## src/rtl/tensor_stream_reader.sv

```systemverilog
// Raster-order tensor reader: walks tensor_ram (one word = 4 int8 channels) row/column/chunk
// and streams the words with optional one-pixel zero border, backpressure and first/last framing.
module tensor_stream_reader #(
    parameter int MAX_W   = 96,
    parameter int MAX_H   = 96,
    parameter int MAX_CC  = 16,
    parameter int D_WIDTH = 32,
    parameter int ADDR_W  = $clog2(MAX_W * MAX_H * MAX_CC)
) (
    input  logic                        clk,
    input  logic                        reset,
    input  logic                        start,
    input  logic [$clog2(MAX_W+1)-1:0]  img_w,
    input  logic [$clog2(MAX_H+1)-1:0]  img_h,
    input  logic [$clog2(MAX_CC+1)-1:0] c_chunks,
    input  logic [ADDR_W-1:0]           base_addr,
    input  logic                        pad_en,
    output logic [ADDR_W-1:0]           addr_r,
    input  logic [D_WIDTH-1:0]          ram_dout,
    output logic [D_WIDTH-1:0]          out_data,
    output logic                        out_valid,
    input  logic                        out_ready,
    output logic                        out_first,
    output logic                        out_last,
    output logic                        busy,
    output logic                        done,
    output logic [1:0]                  dbg_state_o
);
    localparam int WW = $clog2(MAX_W + 1);
    localparam int HW = $clog2(MAX_H + 1);
    localparam int CW = $clog2(MAX_CC + 1);
    localparam int GW = $clog2(MAX_W + 3);
    localparam int GH = $clog2(MAX_H + 3);

    typedef enum logic [1:0] {
        IDLE  = 2'd0,
        RUN   = 2'd1,
        DRAIN = 2'd2
    } state_t;

    state_t              state_q;
    logic [WW-1:0]       w_q;
    logic [HW-1:0]       h_q;
    logic [CW-1:0]       cc_q;
    logic                pad_q;
    logic [GW-1:0]       gx_q;
    logic [GH-1:0]       gy_q;
    logic [CW-1:0]       c_q;
    logic [ADDR_W-1:0]   rd_ptr_q;
    logic                infl_q;
    logic                infl_pad_q;
    logic                infl_first_q;
    logic                infl_last_q;
    logic [D_WIDTH-1:0]  fifo_data_q [2];
    logic                fifo_first_q [2];
    logic                fifo_last_q [2];
    logic                rd_idx_q;
    logic                wr_idx_q;
    logic [1:0]          count_q;
    logic                busy_q;
    logic                done_q;

    logic [GW-1:0]       grid_w;
    logic [GH-1:0]       grid_h;
    logic                pop;
    logic [2:0]          occ;
    logic                issue;
    logic                last_col;
    logic                last_row;
    logic                last_chunk;
    logic                is_pad;
    logic                is_first;
    logic                is_last;
    logic                cfg_empty;
    logic [D_WIDTH-1:0]  push_data;

    assign grid_w = GW'(w_q) + (pad_q ? GW'(2) : GW'(0));
    assign grid_h = GH'(h_q) + (pad_q ? GH'(2) : GH'(0));

    always_comb begin
        pop        = (count_q != 2'd0) && out_ready;
        // Occupancy after this edge, before counting a newly issued element.
        occ        = {1'b0, count_q} + {2'b0, infl_q} - {2'b0, pop};
        issue      = (state_q == RUN) && (occ <= 3'd1);
        last_col   = (gx_q == grid_w - GW'(1));
        last_row   = (gy_q == grid_h - GH'(1));
        last_chunk = (c_q == cc_q - CW'(1));
        is_pad     = pad_q && ((gx_q == '0) || (gy_q == '0) || last_col || last_row);
        is_first   = (gx_q == '0) && (gy_q == '0) && (c_q == '0);
        is_last    = last_col && last_row && last_chunk;
        cfg_empty  = (img_w == '0) || (img_h == '0) || (c_chunks == '0);
        push_data  = infl_pad_q ? '0 : ram_dout;
    end

    always_ff @(posedge clk) begin
        if (reset) begin
            state_q      <= IDLE;
            w_q          <= '0;
            h_q          <= '0;
            cc_q         <= '0;
            pad_q        <= 1'b0;
            gx_q         <= '0;
            gy_q         <= '0;
            c_q          <= '0;
            rd_ptr_q     <= '0;
            infl_q       <= 1'b0;
            infl_pad_q   <= 1'b0;
            infl_first_q <= 1'b0;
            infl_last_q  <= 1'b0;
            for (int i = 0; i < 2; i++) begin
                fifo_data_q[i]  <= '0;
                fifo_first_q[i] <= 1'b0;
                fifo_last_q[i]  <= 1'b0;
            end
            rd_idx_q     <= 1'b0;
            wr_idx_q     <= 1'b0;
            count_q      <= 2'd0;
            busy_q       <= 1'b0;
            done_q       <= 1'b0;
        end else begin
            done_q       <= 1'b0;
            infl_q       <= issue;
            infl_pad_q   <= is_pad;
            infl_first_q <= is_first;
            infl_last_q  <= is_last;

            // The RAM word for the element issued last cycle is on ram_dout now.
            if (infl_q) begin
                fifo_data_q[wr_idx_q]  <= push_data;
                fifo_first_q[wr_idx_q] <= infl_first_q;
                fifo_last_q[wr_idx_q]  <= infl_last_q;
                wr_idx_q               <= ~wr_idx_q;
            end
            if (pop) begin
                rd_idx_q <= ~rd_idx_q;
            end
            count_q <= count_q + {1'b0, infl_q} - {1'b0, pop};

            case (state_q)
                IDLE: begin
                    if (start) begin
                        if (cfg_empty) begin
                            done_q <= 1'b1;
                        end else begin
                            w_q      <= img_w;
                            h_q      <= img_h;
                            cc_q     <= c_chunks;
                            pad_q    <= pad_en;
                            rd_ptr_q <= base_addr;
                            gx_q     <= '0;
                            gy_q     <= '0;
                            c_q      <= '0;
                            busy_q   <= 1'b1;
                            state_q  <= RUN;
                        end
                    end
                end
                RUN: begin
                    if (issue) begin
                        if (!is_pad) begin
                            rd_ptr_q <= rd_ptr_q + ADDR_W'(1);
                        end
                        if (last_chunk) begin
                            c_q <= '0;
                            if (last_col) begin
                                gx_q <= '0;
                                gy_q <= gy_q + GH'(1);
                            end else begin
                                gx_q <= gx_q + GW'(1);
                            end
                        end else begin
                            c_q <= c_q + CW'(1);
                        end
                        if (is_last) begin
                            state_q <= DRAIN;
                        end
                    end
                end
                DRAIN: begin
                    if (pop && fifo_last_q[rd_idx_q]) begin
                        busy_q  <= 1'b0;
                        done_q  <= 1'b1;
                        state_q <= IDLE;
                    end
                end
                default: state_q <= IDLE;
            endcase
        end
    end

    assign addr_r      = rd_ptr_q;
    assign out_valid   = (count_q != 2'd0);
    assign out_data    = fifo_data_q[rd_idx_q];
    assign out_first   = fifo_first_q[rd_idx_q];
    assign out_last    = fifo_last_q[rd_idx_q];
    assign busy        = busy_q;
    assign done        = done_q;
    assign dbg_state_o = state_q;
endmodule

```

## config.mk

```make
export PLATFORM = sky130hd
export DESIGN_NAME = tensor_stream_reader
export DESIGN_NICKNAME = d
export VERILOG_FILES = /design/src/rtl/tensor_stream_reader.sv
export SDC_FILE = /design/constraint.sdc
export NUM_CORES = 1
export LEC_CHECK = 0
export ABC_CLOCK_PERIOD_IN_PS = 4000
export BUFFER_PORTS_ARGS = -buffer_cell sky130_fd_sc_hd__buf_4
export CAP_MARGIN = 20
export CORE_UTILIZATION = 52
export CTS_CLUSTER_SIZE = 10
export DETAILED_ROUTE_END_ITERATION = 16
export PLACE_DENSITY = 0.73
export SYNTH_ARGS = -nofsm -noshare
export SYNTH_HDL_FRONTEND = slang
export SYNTH_SLANG_ARGS = --single-unit
```

## constraint.sdc

```tcl
create_clock -name clk -period 4 [get_ports clk]
set_input_delay 0.6 -clock clk [delete_from_list [all_inputs] [get_ports clk]]
set_output_delay 0.6 -clock clk [all_outputs]
set_load 0.03 [all_outputs]
```

**Word level (Yosys, flattened, before mapping)**

Memory sizes are Yosys's and may differ from the RTL's. A register that Yosys moved wholly into a read port is not among the register bits.
Index checks and enable logic that the tools add are counted.

- Mux-type cells: 56
- Bitwise operators: 3
- Reductions and logical operators: 33
- Eq/ne operators: 13
- Add/sub/neg operators: 13
- Order comparisons: 1

Operators with widths:

| operator | number |
|---|---|
| $mux W18 | 4 |
| $mux W32 | 2 |
| $mux W7 | 8 |
| $pmux W18 S2 | 1 |
| $reduce_or A32 Y1 | 1 |
| $logic_not A7 Y1 | 4 |
| $pmux W7 S2 | 2 |
| $mux W1 | 25 |
| $mux W5 | 4 |
| $add A18 B1 Y18 const B | 1 |
| $ne A2 B2 Y1 const B | 8 |
| $reduce_and A5 Y1 | 3 |
| $add A7 B1 Y7 const B | 2 |
| $eq A7 B7 Y1 | 2 |
| $sub A7 B1 Y7 const B | 2 |
| $mux W2 | 6 |
| $logic_not A5 Y1 | 2 |
| $pmux W5 S2 | 1 |
| $logic_and A1 B1 Y1 | 8 |
| $reduce_and A4 Y1 | 2 |
| $add A7 B2 Y7 | 1 |
| $add A7 B7 Y7 | 1 |
| $pmux W2 S3 | 1 |
| $reduce_and A6 Y1 | 1 |
| other kinds (17) | 27 |

- Flip-flop bits (word level): 69
- Memories: 3
- Input bits: 74
- Bits in writable memories: 68

Memory list:

| memory | depth | width | read ports | clocked after memory_dff | wr ports | RTL line | source |
|---|---|---|---|---|---|---|---|
| fifo_data_q | 2 | 32 | 1 | 1 | 2 | 54 | `logic [D_WIDTH-1:0] fifo_data_q [2];` |
| fifo_first_q | 2 | 1 | 1 | 1 | 2 | 55 | `logic fifo_first_q [2];` |
| fifo_last_q | 2 | 1 | 1 | 1 | 2 | 56 | `logic fifo_last_q [2];` |

**Depth between registers and ports, before layout**

Gate-level depths: netlist of the first run.

- Word-level depth: 10
- Mapped depth: 15

**Worst setup path before layout of the first run**

OpenSTA, ideal clock, no wires.

- Kind: register -> register
- Start point: reg count_q[1]
- End point: reg gx_q[3]
- Clock period less this slack: 3.287 ns
- Path slack: 0.713 ns
- Stages on the path, launching flop included: 15
- Library setup time: 0.071 ns
- Data required time: 3.929 ns
- Arrival: 3.217 ns
- Cells stage by stage: dfxtp_1 > or2_2 > and2_1 > ha_1 > inv_1 > ha_1 > inv_1 > fa_1 > xnor2_1 > nand3_1 > nor4_2 > a21boi_2 > or3_1 > or3b_1 > a21oi_1

- Longest elaborated chain between the ends: 7

Ends and longest elaborated chain:

| element | RTL line | source |
|---|---|---|
| start: declaration | 59 | `logic [1:0] count_q;` |
| start signal: assignment | 137 | `count_q <= count_q + {1'b0, infl_q} - {1'b0, pop};` |
| $reduce_bool A2 Y1 | n/a |  |
| named net out_valid | 21 | `output logic out_valid,` |
| $logic_and A1 B1 Y1 | 81 | `pop = (count_q != 2'd0) && out_ready;` |
| named net pop | 65 | `logic pop;` |
| $sub A3 B1 Y3 | 83 | `occ = {1'b0, count_q} + {2'b0, infl_q} - {2'b0, pop};` |
| $le A3 B1 Y1 | 84 | `issue = (state_q == RUN) && (occ <= 3'd1);` |
| $logic_and A1 B1 Y1 | 84 |  |
| $ne A2 B2 Y1 (no line) | n/a |  |
| $reduce_and A5 Y1 (no line) | n/a |  |
| end signal: assignment | 169 | `gx_q <= gx_q + GW'(1);` |
| end: declaration | 46 | `logic [GW-1:0] gx_q;` |

The timed path passes the listed nets, and every way through them passes these cells.
A chain may end at the register's enable or synchronous reset.

**Worst setup path in the final report of the first run**

- Start point: reg count_q[1]
- End point: reg gx_q[3]

- Longest elaborated chain between the ends: 7

Ends and longest elaborated chain:

| element | RTL line |
|---|---|
| $reduce_bool A2 Y1 | 81 |
| $logic_and A1 B1 Y1 | 81 |
| named net pop | 65 |
| $sub A3 B1 Y3 | 83 |
| $le A3 B1 Y1 | 84 |
| $logic_and A1 B1 Y1 | 84 |
| $ne A2 B2 Y1 (no line) | n/a |
| $reduce_and A5 Y1 (no line) | n/a |

The timed path passes the listed nets, and every way through them passes these cells.

==> flow_summary.json, run 1 <==
{
  "post_drt_wl_per_cell_um": 15.2,
  "cp_data_required_time_ps": 4350,
  "die_h_um": 118,
  "track_usage_pct": 23.3,
  "drv_slew": 0,
  "netlist_top_cells_area": "edfxtp_1, dfxtp_1, nor2_1, mux2_2, ha_1",
  "area_growth_pct": 24.9,
  "final_cell_mix": "buf_4, nor2_1, dfxtp_1, edfxtp_1, inv_1",
  "fmax_mhz": 291,
  "fp-row-count": 42,
  "synth.distinct_cells": 51,
  "cts_tree": "yes",
  "crit_arrival_ps": 3780,
  "postSynthAreaPerCell_um2": 9.79,
  "layout_setup_ws_ps": 569,
  "rsz0062_at_grt": "false",
  "setup.worst_path.start_class": "flip-flop",
  "gp_routability_congestion": 0.849,
  "synth_edf_count": 68,
  "cts.sinks": 138,
  "hold_path.class": "primary input to flip-flop",
  "io_buffers": 130,
  "holdBufCountCts": 0,
  "wl_um": 15600,
  "crit_chain": "or2_2 > and2_1 > ha_1 > inv_1 > ha_1 > inv_1 > fa_1 > xnor2_1 > nand3_1 > nor4_2 > a21boi_2 > or3_1 > or3b_1 > a21oi_1",
  "dpl_worst_slack_ps": 552,
  "first_iter_violations": 343,
  "multi_input_area_um2": 3260,
  "critPathCaptureType": "flip-flop",
  "async_flop_share_pct": 0,
  "worst-setup-path-type": "flip-flop to flip-flop",
  "cts_inserted_buffers": 17,
  "tns_ps": 0,
  "clk_pin_slew_ps": 60,
  "clockRootBuffer": "clkbuf_16",
  "cts_setup_buffers": 0,
  "grt_pass1_vias": 5374,
  "dieArea_um2": 13900,
  "placedInstanceArea_um2": 8140,
  "fillers": 1062,
  "tightest_slew_ps": 952,
  "clk_latency_ps": 420,
  "hpwl_um": 10600,
  "yosysTopAreaCell": "edfxtp_1",
  "ant_nets": 0,
  "final_area_um2": 8740,
  "fin_crit_ps": 3430,
  "power_density_nw_per_um2": 527,
  "crit_fanout": 8,
  "outcome": "completed",
  "fin_crit_sh_pct": 85.8,
  "diodes": 0,
  "stdcell_count": 1031,
  "synth_top_area_share_pct": 29.2,
  "synth_ff_type": "dfxtp_1",
  "final_util_pct": 66.3,
  "synth.net_count": 814,
  "antenna_found_initial": 0,
  "seq_area_um2": 3440,
  "yosysSeqAreaShare_pct": 49.2,
  "post_cts_resize_count": 0,
  "p_leak_nw": 3.70,
  "yosysWarnings": 0,
  "hold_viol": 0,
  "maxCapViolCount": 0,
  "cts_max_level": 4,
  "vias": 5655,
  "max_stage_delay_ps": 390,
  "final_layout_size_suffix_gt1_share_pct": 24.9,
  "fin_nets": 941,
  "synth_seq_cells": 138,
  "ioPinCount": 131,
  "grt_max_degree": 49,
  "ir_drop_uv": 319,
  "skew_ps": 9.58,
  "vias_per_cell": 5.48,
  "core-area_um2": 13200,
  "start_util_pct": 53.1,
  "syn_inst": 715,
  "dp_cells": 999,
  "drc": 0,
  "dr.pass1.iters": 5,
  "grt_overflow": 0,
  "relSlewSlack_pct": 36.4,
  "slowest_stage": "or3_1",
  "final_common_cell": "buf_4",
  "grt_pass1_wl_um": 25600,
  "synth_area_um2": 7000,
  "clk_path_buf_depth": 2,
  "finalSetupViolCount": 0,
  "die_width_um": 118
}
-- through the flow --
step	power [mW]	hold slack, ps
after floorplan	2.62	463
after global placement	3.02	478
after detailed placement	3.05	497
after CTS	4.63	408
after global routing	4.80	416
final	4.60	422
-- layout make-up --
| type | count | share of cell area, % |
|---|---|---|
| clock buffer | 17 | 4.87 |
| clock inverter | 15 | 1.99 |
| inverter | 44 | 1.89 |
| multi-input combinational | 501 | 37.3 |
| sequential | 138 | 39.4 |
| tap | 176 | 2.52 |
| timing repair buffer | 140 | 12.0 |
-- Yosys cell counts, drive strengths merged (5+ instances only) --
cell type  count
nor2         137
dfxtp         70
edfxtp        68
inv           43
nand2b        35
a21oi         34
mux2          34
nand2         26
ha            22
xnor2         22
mux2i         21
clkbuf        20
nand3         20
nor3          19
o21ai         17
xor2          17
buf           12
and3          10
nand4          8
nor4           8
o211ai         8
a22oi          7
a31oi          6
o32ai          6
a21o           5
and4           5
-- final timing paths --
kind              startpoint  endpoint  slack [ps]  cells past startpoint
hold reg to reg       h_q[1]    h_q[1]         510                      2
hold / removal      img_h[6]    h_q[6]         420                      3
setup reg to reg  count_q[1]   gx_q[3]         570                     14
setup / recovery  count_q[1]   gx_q[3]         570                     14
-- power by group --
group          leakage, nW  internal [mW]  switching, mW  total, mW
clock network        0.286          0.979          0.605       1.58
logic                 2.13          0.531          0.752       1.28
registers             1.28           1.65         0.0915       1.74
-- worst max-delay path: cells and delay by family, from the launching register on --
kind,cells,cell delay (ps)
and+or+nand+nor,6,1650
AOI/OAI and AO/OA,2,300
DFF,1,340
adders and majority gates,3,780
xor gates and xnor gates,1,190
buffers and inverters,2,110
-- kinds of logic (layout without fill, tap and decap cells) --
kind of cell / count (synthesis) / count (layout) / synth area share [%]
mux: 55 / 55 / 8.47
compound gates: 94 / 94 / 8.65
simple gates: 288 / 288 / 19.8
flops: 138 / 138 / 49.2
xor+xnor: 39 / 39 / 4.88
buf+inv: 76 / 216 / 4.18
fa+ha+maj: 25 / 25 / 4.79
-- flip-flops by register name, summed over array words and instances, names as in the netlist, named ones only --
register and count:
fifo_first_q 2, h_q 7, infl_q 1, count_q 2, wr_idx_q 1, gy_q 7
infl_last_q 1, done 1, cc_q 5, rd_idx_q 1, dbg_state_o 2, fifo_data_q 64
busy 1, fifo_last_q 2, pad_q 1, addr_r 18, gx_q 7, c_q 5
infl_first_q 1, w_q 7, infl_pad_q 1
-- layer usage --
layer	vias up	track usage, %	part of all wire [%]
li1	2746	-	-
met1	2709	29.0	42
met2	177	38.6	50
met3	23	5.28	5.6
met4	0	10.0	1.9
met5	-	0	0
Power figures use the tool's default switching activity.
==> run 2: changes to the inputs <==
--- a/config.mk
+++ b/config.mk
@@ -5,13 +5,13 @@
 export SDC_FILE = /design/constraint.sdc
 export NUM_CORES = 1
 export LEC_CHECK = 0
-export ABC_CLOCK_PERIOD_IN_PS = 4000
+export ABC_CLOCK_PERIOD_IN_PS = 3300
 export BUFFER_PORTS_ARGS = -buffer_cell sky130_fd_sc_hd__buf_4
 export CAP_MARGIN = 20
 export CORE_UTILIZATION = 52
 export CTS_CLUSTER_SIZE = 10
 export DETAILED_ROUTE_END_ITERATION = 16
-export PLACE_DENSITY = 0.73
+export PLACE_DENSITY = 0.75
 export SYNTH_ARGS = -nofsm -noshare
 export SYNTH_HDL_FRONTEND = slang
 export SYNTH_SLANG_ARGS = --single-unit
==> constraint.sdc (replaced) <==
create_clock -name clk -period 3.3 [get_ports clk]
set_input_delay 0.495 -clock clk [delete_from_list [all_inputs] [get_ports clk]]
set_output_delay 0.495 -clock clk [all_outputs]
set_load 0.03 [all_outputs]
==> run 2 against run 1 <==
  * Largest cell class unchanged
  * Core utilization rose by 1.0 points
  * Flip-flop and latch count unchanged
  * First-iteration DRC count is 36% higher
  * Non-clock buffer count grew 11
  * Global-route usage rose by 1.0 points
  * Highest routed layer unchanged
==> flow_summary.json, run 2 (synthesized netlist as in run 1, its figures left out) <==
{
  "die_width_um": 118,
  "cts_inserted_buffers": 17,
  "seq_area_um2": 3440,
  "hpwl_um": 10900,
  "fin_nets": 952,
  "diodes": 0,
  "timing.hold.ws_ps": 321,
  "drv_slew": 0,
  "clk_path_buf_depth": 2,
  "fillers": 1040,
  "power.total_mw": 5.53,
  "fmax_mhz": 321,
  "wl_um": 16100,
  "cts_max_level": 4,
  "ant_nets": 0,
  "cts.sinks": 138,
  "post_drt_wl_per_cell_um": 15.5,
  "track_usage_pct": 24.3,
  "p_leak_nw": 3.74,
  "finalSetupViolCount": 0,
  "ioPinCount": 131,
  "multi_input_area_um2": 3350,
  "crit_fanout": 7,
  "fin_crit_ps": 3120,
  "cts_tree": "yes",
  "final_common_cell": "buf_4",
  "setup.worst_path.start_class": "flip-flop",
  "gp_routability_congestion": 0.846,
  "core-area_um2": 13200,
  "drc": 0,
  "vias_per_cell": 5.39,
  "r2r-start": "w_q[1]",
  "hold_viol": 0,
  "critPathCaptureType": "flip-flop",
  "first_iter_violations": 468,
  "final_layout_size_suffix_gt1_share_pct": 27.1,
  "io_buffers": 130,
  "startpoint": "w_q[1]",
  "outcome": "completed",
  "grt_max_degree": 49,
  "area_growth_pct": 26.8,
  "relSlewSlack_pct": 36.3,
  "maxCapViolCount": 0,
  "skew_ps": 6.61,
  "vias": 5621,
  "clk_pin_slew_ps": 60,
  "clk_latency_ps": 420,
  "start_util_pct": 53.1,
  "fin_crit_sh_pct": 94.5,
  "grt_overflow": 0,
  "worst-setup-path-type": "flip-flop to flip-flop",
  "die_h_um": 118,
  "fp-row-count": 42,
  "tightest_slew_ps": 954,
  "power_density_nw_per_um2": 624,
  "clockRootBuffer": "clkbuf_16",
  "holdBufCountCts": 0,
  "grt_pass1_wl_um": 26900,
  "grt_pass1_vias": 5802,
  "cp_data_required_time_ps": 3630,
  "dieArea_um2": 13900,
  "regMostFlops": "fifo_data_q",
  "ir_drop_uv": 313,
  "hold_start": "c_chunks[3]",
  "crit_arrival_ps": 3450,
  "final_cell_mix": "buf_4, nor2_1, dfxtp_1, edfxtp_1, inv_1",
  "hold_path.class": "primary input to flip-flop",
  "dr.pass1.iters": 4,
  "largest_reg_flops": 64,
  "antenna_found_initial": 0
}
## run 2: power by group
group          switching [mW]  total, mW  internal (mW)
clock                   0.680       1.78           1.10
sequential              0.111       2.11           2.00
combinational           0.941       1.65          0.709
## run 2: area by class of cell
cell class                 count  area share (%)
clock buffer                  22            5.00
clock inverter                10            1.14
inverter                      44            1.86
multi-input combinational    501            37.8
sequential                   138            38.8
tap                          176            2.48
timing repair buffer         151            12.9
## run 2: path summary, 6_finish.rpt
| kind | to | slack (ps) | depth (start not counted) |
|---|---|---|---|
| max | addr_r[11] | 180 | 16 |
| min reg2reg | infl_pad_q | 490 | 2 |
| max reg2reg | addr_r[11] | 180 | 16 |
| min | cc_q[3] | 320 | 3 |
## run 2: through the flow
| stage | setup TNS (ps) | cell area [µm²] | utilization, % | setup WS, ps | cells |
|---|---|---|---|---|---|
| CTS | -0.0779 | 8780 | 66.6 | -0.0779 | 1037 |
| finish | 0 | 8870 | 67.3 | 182 | 1042 |
| detailed placement | -241 | 8190 | 62.1 | -67.8 | 1005 |
| global placement | 0 | 8190 | 62.1 | 84.8 | 1005 |
| global route | -20.7 | 8870 | 67.3 | -20.7 | 1042 |
| floorplan | 0 | 7000 | - | 12.5 | 715 |
## run 2: per-layer routing
| metal | track usage, % | vias up | share of wire (%) |
|---|---|---|---|
| met5 | 0 | - | 0 |
| met3 | 5.18 | 25 | 4.8 |
| met1 | 29.4 | 2691 | 43 |
| met4 | 9.13 | 0 | 1.6 |
| li1 | - | 2762 | - |
| met2 | 42.4 | 143 | 51 |
## run 2: worst max-delay path, cell delays in order (launching register included)
cell,delay [ps]
dfxtp_1,330
inv_1,50
ha_1,280
inv_1,60
ha_1,160
inv_1,60
fa_1,500
xor2_1,140
nand3_1,100
nor4bb_2,300
nand4_1,150
buf_6,160
a31oi_4,220
buf_6,160
buf_4,110
a21oi_1,30
o32ai_1,220
## run 2: repair_timing
item / 4_1_cts / 5_1_grt
gates resized for setup: 8 / 16
buffers inserted: 0 / 5
pin swaps: 4 / 13
setup endpoints to repair: 7 / 30
